**src/rtl/ace_tape_encoder_if.sv**
```systemverilog
`default_nettype none
// ============================================================================
// Module      : ace_tape_encoder_if
// Description : Byte-stream handshake between the save logic/FIFO (master)
//               and the Jupiter Ace tape-out encoder (slave).
// Revision    : 1.0 - initial release
// ============================================================================
interface ace_tape_encoder_if;
    logic [7:0] byte_data;
    logic       byte_last;
    logic       byte_valid;
    logic       byte_ready;

    modport master (
        output byte_data,
        output byte_last,
        output byte_valid,
        input  byte_ready
    );

    modport slave (
        input  byte_data,
        input  byte_last,
        input  byte_valid,
        output byte_ready
    );
endinterface
`default_nettype wire

```
**src/rtl/ace_tape_encoder.sv**
```systemverilog
`default_nettype none
// ============================================================================
// Module      : ace_tape_encoder
// Description : Jupiter Ace tape-out encoder. Turns a byte stream into a
//               1-bit tape waveform: leader tone, sync pulse, MSB-first
//               pulse-width-coded data bits and an end mark. All timing is
//               counted in ce (T-state enable) ticks.
// Revision    : 1.0 - initial release
// ============================================================================
module ace_tape_encoder #(
    parameter int LEADER_HALF   = 2011,
    parameter int LEADER_CYCLES = 4096,
    parameter int SYNC_HI       = 601,
    parameter int SYNC_LO       = 791,
    parameter int BIT0_HALF     = 795,
    parameter int BIT1_HALF     = 1585,
    parameter int END_HALF      = 903,
    parameter int CNT_W         = 12
) (
    input  wire logic           clk_sys,
    input  wire logic           reset_n,
    input  wire logic           ce,
    input  wire logic           start,
    ace_tape_encoder_if.slave   byte_if,
    output logic                tape_out,
    output logic                busy,
    output logic                done,
    output logic                underrun
);

    // Leader cycle counter must hold LEADER_CYCLES itself without wrapping.
    localparam int CYC_W = $clog2(LEADER_CYCLES + 1);

    typedef enum logic [2:0] {
        S_IDLE   = 3'd0,
        S_LEADER = 3'd1,
        S_SYNC   = 3'd2,
        S_FETCH  = 3'd3,
        S_BIT    = 3'd4,
        S_END    = 3'd5
    } state_t;

    state_t             state;
    logic [CNT_W-1:0]   cnt;        // remaining ce ticks in the current half
    logic [CYC_W-1:0]   cyc;        // remaining leader cycles
    logic               low_half;   // 0: high half of a pulse, 1: low half
    logic [7:0]         shift;      // byte being sent, MSB is the current bit
    logic [3:0]         bit_cnt;    // bits left in the current byte
    logic               last_r;     // current byte closes the block

    // Half-period length for a data bit value.
    function automatic logic [CNT_W-1:0] bit_half(input logic b);
        return b ? CNT_W'(BIT1_HALF) : CNT_W'(BIT0_HALF);
    endfunction

    // True on a ce tick that finishes the current half.
    logic half_end;
    assign half_end = ce && (cnt == CNT_W'(1));

    // The encoder only ever asks for data while parked in FETCH.
    assign byte_if.byte_ready = (state == S_FETCH);
    assign underrun           = (state == S_FETCH) && !byte_if.byte_valid;

    // Main sequencer: half-period engine plus block framing, registered outputs.
    always_ff @(posedge clk_sys or negedge reset_n) begin
        if (!reset_n) begin
            state    <= S_IDLE;
            cnt      <= '0;
            cyc      <= '0;
            low_half <= 1'b0;
            shift    <= '0;
            bit_cnt  <= '0;
            last_r   <= 1'b0;
            tape_out <= 1'b0;
            busy     <= 1'b0;
            done     <= 1'b0;
        end else begin
            done <= 1'b0;
            case (state)
                S_IDLE: begin
                    tape_out <= 1'b0;
                    if (start) begin
                        state    <= S_LEADER;
                        cnt      <= CNT_W'(LEADER_HALF);
                        cyc      <= CYC_W'(LEADER_CYCLES);
                        low_half <= 1'b0;
                        tape_out <= 1'b1;
                        busy     <= 1'b1;
                    end
                end

                S_LEADER: begin
                    if (half_end) begin
                        if (!low_half) begin
                            low_half <= 1'b1;
                            cnt      <= CNT_W'(LEADER_HALF);
                            tape_out <= 1'b0;
                        end else begin
                            // A full leader cycle just completed.
                            low_half <= 1'b0;
                            tape_out <= 1'b1;
                            cyc      <= cyc - CYC_W'(1);
                            if (cyc == CYC_W'(1)) begin
                                state <= S_SYNC;
                                cnt   <= CNT_W'(SYNC_HI);
                            end else begin
                                cnt   <= CNT_W'(LEADER_HALF);
                            end
                        end
                    end else if (ce) begin
                        cnt <= cnt - CNT_W'(1);
                    end
                end

                S_SYNC: begin
                    if (half_end) begin
                        if (!low_half) begin
                            low_half <= 1'b1;
                            cnt      <= CNT_W'(SYNC_LO);
                            tape_out <= 1'b0;
                        end else begin
                            low_half <= 1'b0;
                            cnt      <= '0;
                            tape_out <= 1'b0;
                            state    <= S_FETCH;
                        end
                    end else if (ce) begin
                        cnt <= cnt - CNT_W'(1);
                    end
                end

                S_FETCH: begin
                    // Handshake is not ce-gated so a waiting byte costs one clk_sys cycle.
                    tape_out <= 1'b0;
                    if (byte_if.byte_valid) begin
                        shift    <= byte_if.byte_data;
                        last_r   <= byte_if.byte_last;
                        bit_cnt  <= 4'd8;
                        low_half <= 1'b0;
                        cnt      <= bit_half(byte_if.byte_data[7]);
                        tape_out <= 1'b1;
                        state    <= S_BIT;
                    end
                end

                S_BIT: begin
                    if (half_end) begin
                        if (!low_half) begin
                            // Low half repeats the width of the high half.
                            low_half <= 1'b1;
                            cnt      <= bit_half(shift[7]);
                            tape_out <= 1'b0;
                        end else begin
                            low_half <= 1'b0;
                            shift    <= {shift[6:0], 1'b0};
                            bit_cnt  <= bit_cnt - 4'd1;
                            if (bit_cnt == 4'd1) begin
                                if (last_r) begin
                                    state    <= S_END;
                                    cnt      <= CNT_W'(END_HALF);
                                    tape_out <= 1'b1;
                                end else begin
                                    state    <= S_FETCH;
                                    cnt      <= '0;
                                    tape_out <= 1'b0;
                                end
                            end else begin
                                // Next bit is shift[6] before the shift lands.
                                cnt      <= bit_half(shift[6]);
                                tape_out <= 1'b1;
                            end
                        end
                    end else if (ce) begin
                        cnt <= cnt - CNT_W'(1);
                    end
                end

                S_END: begin
                    if (half_end) begin
                        state    <= S_IDLE;
                        cnt      <= '0;
                        tape_out <= 1'b0;
                        busy     <= 1'b0;
                        done     <= 1'b1;
                    end else if (ce) begin
                        cnt <= cnt - CNT_W'(1);
                    end
                end

                default: begin
                    state    <= S_IDLE;
                    cnt      <= '0;
                    low_half <= 1'b0;
                    tape_out <= 1'b0;
                    busy     <= 1'b0;
                end
            endcase
        end
    end

endmodule
`default_nettype wire

```
**src/flat_wrapper.sv**
```systemverilog
// flat-port wrapper written by rule: the top's interface ports become plain ports
module ace_tape_encoder_flat 
#(
    parameter int LEADER_HALF   = 2011,
    parameter int LEADER_CYCLES = 4096,
    parameter int SYNC_HI       = 601,
    parameter int SYNC_LO       = 791,
    parameter int BIT0_HALF     = 795,
    parameter int BIT1_HALF     = 1585,
    parameter int END_HALF      = 903,
    parameter int CNT_W         = 12
)
  (clk_sys, reset_n, ce, start, tape_out, busy, done, underrun, byte_if_byte_data, byte_if_byte_last, byte_if_byte_valid, byte_if_byte_ready);
  ace_tape_encoder_if byte_if_i ();
  input  wire logic clk_sys;
  input  wire logic reset_n;
  input  wire logic ce;
  input  wire logic start;
  output logic tape_out;
  output logic busy;
  output logic done;
  output logic underrun;
  input wire logic [$bits(byte_if_i.byte_data)-1:0] byte_if_byte_data;
  input wire logic [$bits(byte_if_i.byte_last)-1:0] byte_if_byte_last;
  input wire logic [$bits(byte_if_i.byte_valid)-1:0] byte_if_byte_valid;
  output wire logic [$bits(byte_if_i.byte_ready)-1:0] byte_if_byte_ready;
  assign byte_if_i.byte_data = byte_if_byte_data;
  assign byte_if_i.byte_last = byte_if_byte_last;
  assign byte_if_i.byte_valid = byte_if_byte_valid;
  assign byte_if_byte_ready = byte_if_i.byte_ready;
  ace_tape_encoder #(.LEADER_HALF(LEADER_HALF), .LEADER_CYCLES(LEADER_CYCLES), .SYNC_HI(SYNC_HI), .SYNC_LO(SYNC_LO), .BIT0_HALF(BIT0_HALF), .BIT1_HALF(BIT1_HALF), .END_HALF(END_HALF), .CNT_W(CNT_W)) u_core (.clk_sys(clk_sys), .reset_n(reset_n), .ce(ce), .start(start), .byte_if(byte_if_i), .tape_out(tape_out), .busy(busy), .done(done), .underrun(underrun));
endmodule
```
**config.mk**
```make
export PLATFORM = sky130hd
export DESIGN_NAME = ace_tape_encoder_flat
export DESIGN_NICKNAME = d
export VERILOG_FILES = /design/src/rtl/ace_tape_encoder_if.sv /design/src/rtl/ace_tape_encoder.sv /design/src/flat_wrapper.sv
export SDC_FILE = /design/constraint.sdc
export NUM_CORES = 1
export LEC_CHECK = 0
export CORE_ASPECT_RATIO = 0.9
export CORE_UTILIZATION = 40
export CTS_CLUSTER_SIZE = 8
export DETAILED_ROUTE_END_ITERATION = 10
export MAX_ROUTING_LAYER = met4
export PLACE_DENSITY_LB_ADDON = 0.05
export SYNTH_ARGS = -nofsm -noshare
export SYNTH_HDL_FRONTEND = slang
export SYNTH_SLANG_ARGS = --single-unit
```
**constraint.sdc**
```tcl
create_clock -name clk_sys -period 5.3 [get_ports clk_sys]
set_input_delay 0.53 -clock clk_sys [delete_from_list [all_inputs] [get_ports clk_sys]]
set_output_delay 0.53 -clock clk_sys [all_outputs]
set_load 0.05 [all_outputs]
```
== Yosys cells after proc, flatten, opt, wreduce, memory -nomap -nowiden ==
Index checks and enable logic that the tools add are counted.
W data, S select, Z words.

* Register bits after elaboration: 45
* Output and inout port bits: 5

* $add $sub $neg: 3
* Eq/ne operators: 21
* Mux-type cells: 61
* Bitwise logic cells: 2
* Reduce and logical (&&, ||, !) cells: 17

{| class="wikitable"
|+ Operator list
! kind !! number
|-
| $mux W12 || 10
|-
| $pmux W12 S6 || 1
|-
| $mux W11 || 4
|-
| $mux W13 || 3
|-
| $mux W3 || 12
|-
| $pmux W13 S2 || 1
|-
| $mux W8 || 3
|-
| $ne A2 B1 Y1 const B || 11
|-
| $mux W10 || 2
|-
| $pmux W3 S6 || 1
|-
| $mux W1 || 16
|-
| $pmux W8 S2 || 1
|-
| $eq A13 B1 Y1 const B || 1
|-
| $sub A13 B1 Y13 const B || 1
|-
| $eq A12 B1 Y1 const B || 1
|-
| $mux W4 || 3
|-
| $reduce_and A4 Y1 || 3
|-
| $sub A12 B1 Y12 const B || 1
|-
| $reduce_and A11 Y1 || 1
|-
| $pmux W4 S2 || 1
|-
| $eq A3 B2 Y1 const B || 2
|-
| $eq A3 B3 Y1 const B || 2
|-
| $reduce_and A3 Y1 || 2
|-
| $pmux W1 S5 || 1
|-
| 15 further kinds || 20
|}

== Logic depth before layout (Yosys ltp) ==
Gate-level depths: netlist of the first run.

* Word-level depth: 5
* Gate-level depth with buffers: 9
* Depth with buffers taken out: 7

== Worst setup path after synthesis of the first run ==
No wires, ideal clock.

* Path kind: register -> output
* Start point: reg u_core.state[2]
* End point: out underrun
* Arrival time: 1.960 ns
* Data required time: 4.770 ns
* Path slack: 2.810 ns
* Cell stages (with the launch flop): 5
* Buffers on the path: 3
* Cell sequence: dfrtp_1 > buf_4 > buf_2 > buf_1 > nor3_1

* Longest elaborated chain between the ends: 2

{| class="wikitable"
|+ RTL lines
! item !! RTL line !! source
|-
| start, declared || ace_tape_encoder.sv:43 || <nowiki>state_t state;</nowiki>
|-
| start signal, assigned || ace_tape_encoder.sv:67 || <nowiki>state <= S_IDLE;</nowiki>
|-
| start signal, assigned || ace_tape_encoder.sv:83 || <nowiki>state <= S_LEADER;</nowiki>
|-
| start signal, assigned || ace_tape_encoder.sv:104 || <nowiki>state <= S_SYNC;</nowiki>
|-
| $eq A3 B2 Y1 || ace_tape_encoder.sv:62 || <nowiki>assign underrun = (state == S_FETCH) && !byte_if.byte_valid;</nowiki>
|-
| $logic_and A1 B1 Y1 || ace_tape_encoder.sv:62 ||
|-
| end, declared || flat_wrapper.sv:22 || <nowiki>output logic underrun;</nowiki>
|}

No other way between the ends.

== Worst setup path after layout of the first run ==
* Start point: reg u_core.state[1]
* End point: out byte_if_byte_ready

* Longest elaborated chain between the ends: 1

{| class="wikitable"
|+ RTL lines
! item !! RTL line !! source
|-
| $eq A3 B2 Y1 || ace_tape_encoder.sv:61 || <nowiki>assign byte_if.byte_ready = (state == S_FETCH);</nowiki>
|-
| end, declared || flat_wrapper.sv:26 || <nowiki>output wire logic [$bits(byte_if_i.byte_ready)-1:0] byte_if_byte_ready;</nowiki>
|}

No other way between the ends.

==> results of run 1 <==
## placed cells by master (no fill, tap or decap), drive strengths merged, types with 7 or more instances in the layout
master / instances
nor2: 33
clkdlybuf4s50: 17
nand2: 30
o21ai: 25
nor3: 12
mux2i: 9
o211ai: 7
inv: 12
dfrtp: 45
xor2: 9
nand3: 12
a21oi: 25
## layer usage
metal	wire (µm)	part of all wire (%)	GRT usage (%)
met1	3860	49	32.4
met2	3550	45	32.0
met3	437	5.5	3.19
met4	73	0.92	6.99
met5	0	0	-
## metrics by stage
| stage | cells | hold WS, ns | setup slack, ns | cell area (µm²) |
|---|---|---|---|---|
| 2_1_floorplan | 342 | 0.234 | 2.81 | 2960 |
| 5_1_grt | 443 | 0.496 | 2.03 | 3270 |
| 3_5_place_dp | 436 | 0.469 | 2.09 | 3160 |
| 6_report | 443 | 0.404 | 2.10 | 3270 |
| 3_3_place_gp | 436 | 0.463 | 2.13 | 3160 |
| 4_1_cts | 443 | 0.449 | 2.17 | 3270 |
## flip-flops by register name, summed over array words and instances, names as in the netlist
name and count:
u_core.low_half 1, u_core.tape_out 1, u_core.bit_cnt 4, u_core.busy 1, u_core.cnt 12, u_core.done 1
u_core.cyc 13, u_core.shift 8, u_core.last_r 1, u_core.state 3
## power breakdown
group | switching [mW] | internal (mW)
registers | 0.0657 | 0.387
logic | 0.0942 | 0.0953
clock network | 0.125 | 0.137
## final timing paths
path | slack, ns | cells past startpoint | to | from
setup / recovery | 2.10 | 3 | byte_if_byte_ready | u_core.state[1]
hold / removal | 0.40 | 1 | u_core.cnt[5] | reset_n
setup reg to reg | 2.45 | 5 | u_core.cyc[12] | u_core.state[2]
hold reg to reg | 0.48 | 2 | u_core.shift[4] | u_core.shift[4]
max in group asynchronous | 4.23 | 1 | u_core.bit_cnt[2] | reset_n
min in group clk_sys | 0.48 | 2 | u_core.shift[4] | u_core.shift[4]
## cells by family after synthesis
logic type / synth area share (%)
compound gates: 24.2
xor+xnor: 4.15
fa+ha+maj: 2.54
buf+inv: 4.57
flops: 38.1
mux: 3.05
simple gates: 23.4
## layout make-up
cell class	count	area [µm²]	area share, %
Inverter	13	48.8	1.49
Clock buffer	5	68.8	2.11
Sequential cell	45	1130	34.5
Timing Repair Buffer	18	175	5.36
Tap cell	93	116	3.56
Clock inverter	2	35.0	1.07
Multi-Input combinational cell	267	1700	51.9
## worst max-delay path, cell delays in order (launching register included)
cell and delay, ns:
dfrtp_1 0.86, nand2_1 0.37, nor2_1 0.27, clkdlybuf4s50_1 0.85
==> reports/results.tsv, run 1 <==
stage	metric	value	unit
clock_tree	clock-sinks	45	
clock_tree	clock_path_buffers	2	
clock_tree	clk_latency	0.31	ns
floorplanning	num_rows	29	
status	status	finished clean	
routing	drt-total-wl	7920	µm
timing	min_period	3.20	ns
timing	setup-tns-final	0	ns
routing	num_vias	2650	
grt	globalRouteOverflowTotal	0	
routing	drtIter0Drc	127	
yosys	synth_area_per_cell	8.64	µm²
routing	drc	0	
power_and_ir_drop	p_per_area	277	mW/mm²
yosys	yosysMostFrequentCell	dfrtp_1	
timing	finalSetupViolCount	0	
clock_tree	post_cts_buffers	0	
timing	max_freq	313	MHz
layout	post-route-util	45.9	%
clock_tree	htree_levels	2	
yosys	synth_common_cells	dfrtp_1 (45), nor2_1 (33), nand2_1 (30)	
yosys	synth_edf_count	0	
yosys	ys.flop_type	dfrtp_1	
layout	nFillCells	721	
timing	fin_skew	0.0121	ns
power_and_ir_drop	power.leakage	1.31	nW
grt	antenna_found_initial	0	
timing	rsz0062_at_grt	false	
yosys	netlist_area	0.00296	mm²
timing	post-route-period-util	60.3	%
clock_tree	cts_buffers	5	
placed_design	post-dp-hpwl	5320	µm
flow_run	maxCapViolations	0	
routing	routedWlPerCell	17.9	µm
yosys	yosysWarnings	0	
worst_setup_path	cp.arrival	2.67	ns
yosys	ys_ff_latch	45	
yosys	async_flop_share	100	%
routing	dr.pass1.iters	4	
routing	antenna_left	0	
floorplanning	pin_count	19	
yosys	synth_cells	342	
timing	relSlewSlack	24.6	%
floorplanning	design.die.area	0.00774	mm²
timing	tightest_slew	1.13	ns
yosys	synth_top_area_share	38.1	%
placed_design	portBuffers	18	
timing	final_hold_viol_count	0	
grt	grt_first_pass_wirelength	13200	µm
worst_setup_path	crit_required	4.77	ns
clock_tree	clk_pin_slew	0.09	ns
grt	grt_max_degree	46	
floorplanning	start_util	41.6	%
clock_tree	ctsResizeCount	0	
floorplanning	design.core.area	0.00711	mm²
yosys	synth.net_count	362	
layout	antenna_cells	0	
layout	syn2layout_area_growth	10.5	%
clock_tree	hold_buffers	0	
worst_setup_path	crit_type	flip-flop to output pin	
layout	nets	370	
timing	maxSlewViolCount	0	
power_and_ir_drop	vdd_drop_max	0.143	mV
grt	grt_util_all_layers	22.3	%
layout	layout-drive-gt1-share	6.00	%
power_and_ir_drop	report.power.total	904	µW
floorplanning	die_w	92.6	µm
yosys	synth_cell_types	61	
yosys	yosysTopAreaCell	dfrtp_1	
routing	vias_per_cell	5.98	
placed_design	gp_congestion	0.883	
worst_setup_path	cp_max_fo	22	
worst_setup_path	critPathCaptureType	output pin	
grt	grt_pass1_vias	2545	
clock_tree	cts_tree	done	
yosys	synth_sequential_area_ratio	38.1	%
worst_setup_path	startpoint_type	flip-flop	
yosys	synth_area_leaders	dfrtp_1 (38%), a21oi_1 (4.2%), nor2_1 (4.2%)	
min_path	hold_class	input pin to asynchronous set/reset pin	
clock_tree	root_buffer	clkbuf_8	
floorplanning	die_y	83.6	µm
(Power assumes the default switching activity.)
==> run 2: changes to the inputs <==
==> constraint.sdc (replaced) <==
create_clock -name clk_sys -period 3.23 [get_ports clk_sys]
set_input_delay 0.323 -clock clk_sys [delete_from_list [all_inputs] [get_ports clk_sys]]
set_output_delay 0.323 -clock clk_sys [all_outputs]
set_load 0.05 [all_outputs]
==> reports/results.tsv, run 2 (synthesis results as in run 1) <==
stage	metric	value	unit	change
worst_setup_path	crit_required	2.91	ns	-1.86 ns
floorplanning	design.core.area	0.00711	mm²	unchanged
routing	drc	0		unchanged
layout	layout-drive-gt1-share	8.36	%	+2.4 points
timing	post-route-period-util	81.0	%	
grt	antenna_found_initial	0		unchanged
power_and_ir_drop	p_per_area	455	mW/mm²	+64%
layout	reg_top3	u_core.cyc (13), u_core.cnt (12), u_core.shift (8)		
placed_design	dp.cells	444		+1.8%
worst_setup_path	critPathCaptureType	output pin		
routing	num_vias	2629		-0.79%
timing	min_period	2.62	ns	
grt	grt_first_pass_wirelength	13200	µm	unchanged
routing	vias_per_cell	5.82		-2.8%
status	status	finished clean		
layout	layout_commonest_cell	dfrtp_1		
layout	largest_reg_flops	13		unchanged
floorplanning	start_util	41.6	%	unchanged
grt	globalRouteOverflowTotal	0		unchanged
layout	post-route-util	47.0	%	+1.1 points
timing	holdWs	0.190	ns	-0.214 ns
placed_design	pre_cts_slack	0.494	ns	-1.59 ns
layout	antenna_cells	0		unchanged
clock_tree	hold_buffers	0		unchanged
placed_design	gp_congestion	0.849		-3.9%
clock_tree	cts_tree	done		
timing	max_freq	382	MHz	
routing	dr.pass1.iters	5		+1
min_path	hold_class	input pin to asynchronous set/reset pin		
power_and_ir_drop	power.leakage	1.35	nW	+3.6%
clock_tree	clk_pin_slew	0.09	ns	about the same
worst_setup_path	startpoint_type	flip-flop		
floorplanning	pin_count	19		unchanged
clock_tree	cts_buffers	5		unchanged
clock_tree	root_buffer	clkbuf_8		
placed_design	portBuffers	18		unchanged
placed_design	post-dp-hpwl	5520	µm	+3.7%
clock_tree	clock_path_buffers	2		unchanged
worst_setup_path	cp.arrival	2.29	ns	-0.38 ns
floorplanning	num_rows	29		unchanged
layout	design_area	0.00334	mm²	+2.3%
clock_tree	ctsResizeCount	0		unchanged
timing	setup_slack	0.613	ns	-1.49 ns
worst_setup_path	slowest_delay	0.85	ns	about the same
routing	routedWlPerCell	17.2	µm	-4.0%
worst_setup_path	cp_max_fo	13		-41%
grt	grt_util_all_layers	22.2	%	-0.097 points
worst_setup_path	crit_type	flip-flop to output pin		
timing	fin_skew	0.0148	ns	+0.00261 ns
clock_tree	clock-sinks	45		unchanged
layout	nFillCells	708		-1.8%
layout	fin_cells	452		+2.0%
timing	final_hold_viol_count	0		unchanged
floorplanning	design.die.area	0.00774	mm²	unchanged
layout	top_register	u_core.cyc		
routing	drt-total-wl	7750	µm	-2.1%
timing	finalSetupViolCount	0		unchanged
timing	maxSlewViolCount	0		unchanged
timing	setup-tns-final	0	ns	unchanged
timing	tightest_slew	1.06	ns	-0.0728 ns
placed_design	dpl-instance-area	0.00322	mm²	+1.9%
worst_setup_path	critPathSlowestCell	clkdlybuf4s50_1		
worst_setup_path	r2r_start	u_core.cnt[0]		
power_and_ir_drop	vdd_drop_max	0.227	mV	+59%
timing	rsz0062_at_grt	false		
grt	grt_max_degree	46		unchanged
flow_run	maxCapViolations	0		unchanged
layout	layout_common_cells	dfrtp_1 (45), nor2_1 (33), nand2_1 (30)		
timing	relSlewSlack	29.5	%	+4.9 points
layout	nets	378		+2.2%
clock_tree	clk_latency	0.31	ns	about the same
layout	syn2layout_area_growth	13.0	%	
worst_setup_path	startpoint	u_core.state[1]		
clock_tree	post_cts_buffers	0		unchanged
grt	grt_pass1_vias	2499		-1.8%
clock_tree	htree_levels	2		unchanged
floorplanning	die_y	83.6	µm	unchanged
routing	drtIter0Drc	158		+24%
floorplanning	die_w	92.6	µm	unchanged
power_and_ir_drop	report.power.total	1.52	mW	+68%
routing	antenna_left	0		unchanged
worst_setup_path	crit_chain	nand2_1, nor2_1, clkdlybuf4s50_1		
run 2: cell types whose count changed in the layout (fill, tap and decap cells not counted):
cell / delta
buf_4: +8
clkinv_2: -1
clkinv_4: +1
inv_8: +1
run 2: final cells by class:
| type | instances | area [µm²] | area share (%) |
|---|---|---|---|
| clock buffer | 5 | 68.8 | 2.06 |
| inverter | 13 | 48.8 | 1.46 |
| multi-input combinational | 267 | 1700 | 50.7 |
| sequential | 45 | 1130 | 33.7 |
| clock inverter | 3 | 50.0 | 1.50 |
| timing repair buffer | 26 | 235 | 7.04 |
| tap | 93 | 116 | 3.48 |
run 2: final timing paths:
check,end,slack [ns],cells after the start
max,byte_if_byte_ready,0.61,3
min,u_core.cnt[6],0.19,1
max reg2reg,u_core.shift[5],0.77,5
min reg2reg,u_core.shift[3],0.49,2
max in group asynchronous,u_core.cnt[4],2.37,1
min in group clk_sys,u_core.shift[3],0.49,2
run 2: critical path: cells and delay by family (launching register included):
family        cells  cell delay [ns]
buf+inv           1             0.85
flops             1             0.61
simple gates      2             0.54
run 2: per-layer routing:
metal	share of wire [%]	GRT usage, %	vias to the layer above
li1	-	-	1293
met1	50	32.7	1255
met2	43	30.9	72
met4	1.3	6.01	0
met3	5.5	4.55	9
met5	0	-	-
run 2: power breakdown:
part / leakage, nW / switching [mW] / internal (mW)
logic: 0.706 / 0.161 / 0.157
registers: 0.588 / 0.108 / 0.636
clock network: 0.0603 / 0.223 / 0.237
==> run 3: changes to the inputs <==
==> constraint.sdc (replaced) <==
create_clock -name clk_sys -period 2.3 [get_ports clk_sys]
set_input_delay 0.23 -clock clk_sys [delete_from_list [all_inputs] [get_ports clk_sys]]
set_output_delay 0.23 -clock clk_sys [all_outputs]
set_load 0.05 [all_outputs]
==> reports/results.tsv, run 3 (synthesis results as in run 1) <==
stage	metric	value	unit	change
floorplanning	die_w	92.6	µm	unchanged
floorplanning	pin_count	19		unchanged
routing	drc	0		unchanged
routing	num_vias	2740		+4.2%
layout	layout_commonest_cell	dfrtp_1		
timing	rsz0062_at_grt	false		
timing	max_freq	458	MHz	
power_and_ir_drop	vdd_drop_max	0.333	mV	+47%
floorplanning	die_y	83.6	µm	unchanged
status	status	finished clean		
layout	layout-drive-gt1-share	16.2	%	+7.9 points
timing	min_period	2.18	ns	
timing	relSlewSlack	60.6	%	+31 points
clock_tree	root_buffer	clkbuf_8		
grt	grt_util_all_layers	22.6	%	+0.35 points
power_and_ir_drop	p_per_area	612	mW/mm²	+34%
layout	layout_common_cells	dfrtp_1 (45), buf_4 (36), nor2_1 (33)		
min_path	hold_class	input pin to asynchronous set/reset pin		
timing	setup-tns-final	0	ns	unchanged
routing	dr.pass1.iters	5		unchanged
worst_setup_path	crit_required	2.47	ns	-0.44 ns
timing	holdWs	0.440	ns	+0.250 ns
power_and_ir_drop	power.leakage	1.51	nW	+12%
floorplanning	design.core.area	0.00711	mm²	unchanged
floorplanning	design.die.area	0.00774	mm²	unchanged
clock_tree	clock-sinks	45		unchanged
clock_tree	cts_tree	done		
timing	final_hold_viol_count	0		unchanged
layout	regArea	0.00113	mm²	unchanged
routing	vias_per_cell	5.70		-2.1%
routing	drtIter0Drc	141		-11%
worst_setup_path	crit_type	flip-flop to flip-flop		
timing	fin_skew	0.00869	ns	-0.00607 ns
worst_setup_path	cp_max_fo	7		-6
grt	grt_first_pass_wirelength	13500	µm	+2.7%
layout	syn2layout_area_growth	21.7	%	
timing	post-route-period-util	94.9	%	
layout	multi_input_area	0.00171	mm²	+0.66%
routing	antenna_left	0		unchanged
floorplanning	num_rows	29		unchanged
floorplanning	start_util	41.6	%	unchanged
layout	antenna_cells	0		unchanged
clock_tree	clk_latency	0.30	ns	about the same
timing	setup_slack	0.117	ns	-0.496 ns
worst_setup_path	critPathCaptureType	flip-flop		
layout	nFillCells	699		-1.3%
grt	globalRouteOverflowTotal	0		unchanged
clock_tree	clock_path_buffers	2		unchanged
clock_tree	cts_buffers	5		unchanged
layout	top_register	u_core.cyc		
worst_setup_path	cp.arrival	2.36	ns	+0.07 ns
placed_design	post-dp-hpwl	6000	µm	+8.6%
routing	routedWlPerCell	16.7	µm	-2.8%
clock_tree	clk_pin_slew	0.09	ns	about the same
routing	drt-total-wl	8020	µm	+3.4%
clock_tree	htree_levels	2		unchanged
layout	nets	408		+7.9%
layout	largest_reg_flops	13		unchanged
placed_design	pre_cts_slack	-0.0684	ns	-0.562 ns
grt	grt_pass1_vias	2635		+5.4%
timing	maxSlewViolCount	0		unchanged
placed_design	gp_congestion	0.910		+7.2%
placed_design	portBuffers	18		unchanged
grt	antenna_found_initial	0		unchanged
timing	finalSetupViolCount	0		unchanged
flow_run	maxCapViolations	0		unchanged
grt	grt_max_degree	24		-48%
layout	reg_top3	u_core.cyc (13), u_core.cnt (12), u_core.shift (8)		
worst_setup_path	startpoint_type	flip-flop		
timing	tightest_slew	0.590	ns	-0.467 ns
==> run 3: cell count changes in the layout (fill, tap and decap cells not counted), sizes merged <==
cell and delta:
inv -1, clkdlybuf4s50 -2, dlygate4sd3 +1, buf +31
==> run 3: timing repair <==
action	4_1_cts	5_1_grt
cloned	0	0
hold buffers	1	0
endpoints found under the hold margin	21	0
pin swaps	0	0
endpoints found under the setup margin	7	6
resized for setup	1	3
setup buffers	0	0
==> run 3: worst paths after layout <==
| kind | start | endpoint | slack (ns) | cells after the start |
|---|---|---|---|---|
| min in group clk_sys | u_core.shift[4] | u_core.shift[4] | 0.49 | 2 |
| setup / recovery | u_core.cnt[1] | u_core.cnt[10] | 0.12 | 7 |
| hold reg to reg | u_core.shift[4] | u_core.shift[4] | 0.49 | 2 |
| setup reg to reg | u_core.cnt[1] | u_core.cnt[10] | 0.12 | 7 |
| hold / removal | reset_n | u_core.busy | 0.44 | 2 |
| max in group asynchronous | reset_n | u_core.shift[1] | 1.26 | 3 |
==> run 3: worst max-delay path, cell delays in order (launching register included) <==
cell and delay [ns]:
dfrtp_1 0.41, inv_1 0.10, ha_1 0.14, and3b_1 0.20, nand4_1 0.35, nand2_1 0.39, nand3_1 0.14, a221o_1 0.33
==> run 3: through the flow <==
stage                     total power [mW]  std cells  instance area [µm²]  utilization, %
after detailed placement              1.60        473                 3470            48.8
after global placement                1.60        473                 3470            48.8
final                                 2.20        481                 3600            50.6
after global routing                  2.32        481                 3600            50.6
after CTS                             2.21        481                 3590            50.5
after floorplan                       1.34        342                 2960               -
==> run 3: area by class of cell <==
cell class              instances  share of cell area (%)
clock inverters                 2                   0.974
well taps                      93                    3.23
multi-input cells             267                    47.4
inverters                      13                    1.36
flip-flops and latches         45                    31.3
clock buffers                   5                    1.91
repair buffers                 56                    13.8
==> run 3: layer usage <==
| metal | track usage [%] | vias up | wire [µm] | share of wire, % |
|---|---|---|---|---|
| li1 | - | 1350 | - | - |
| met5 | - | - | 0 | 0 |
| met2 | 31.4 | 84 | 3380 | 42 |
| met3 | 4.28 | 6 | 496 | 6.2 |
| met1 | 33.8 | 1300 | 4070 | 51 |
| met4 | 4.90 | 0 | 67 | 0.84 |
==> run 3: power by group <==
part | switching [mW] | internal [mW]
Clock | 0.277 | 0.316
Combinational | 0.299 | 0.308
Sequential | 0.105 | 0.893
Total | 0.682 | 1.52
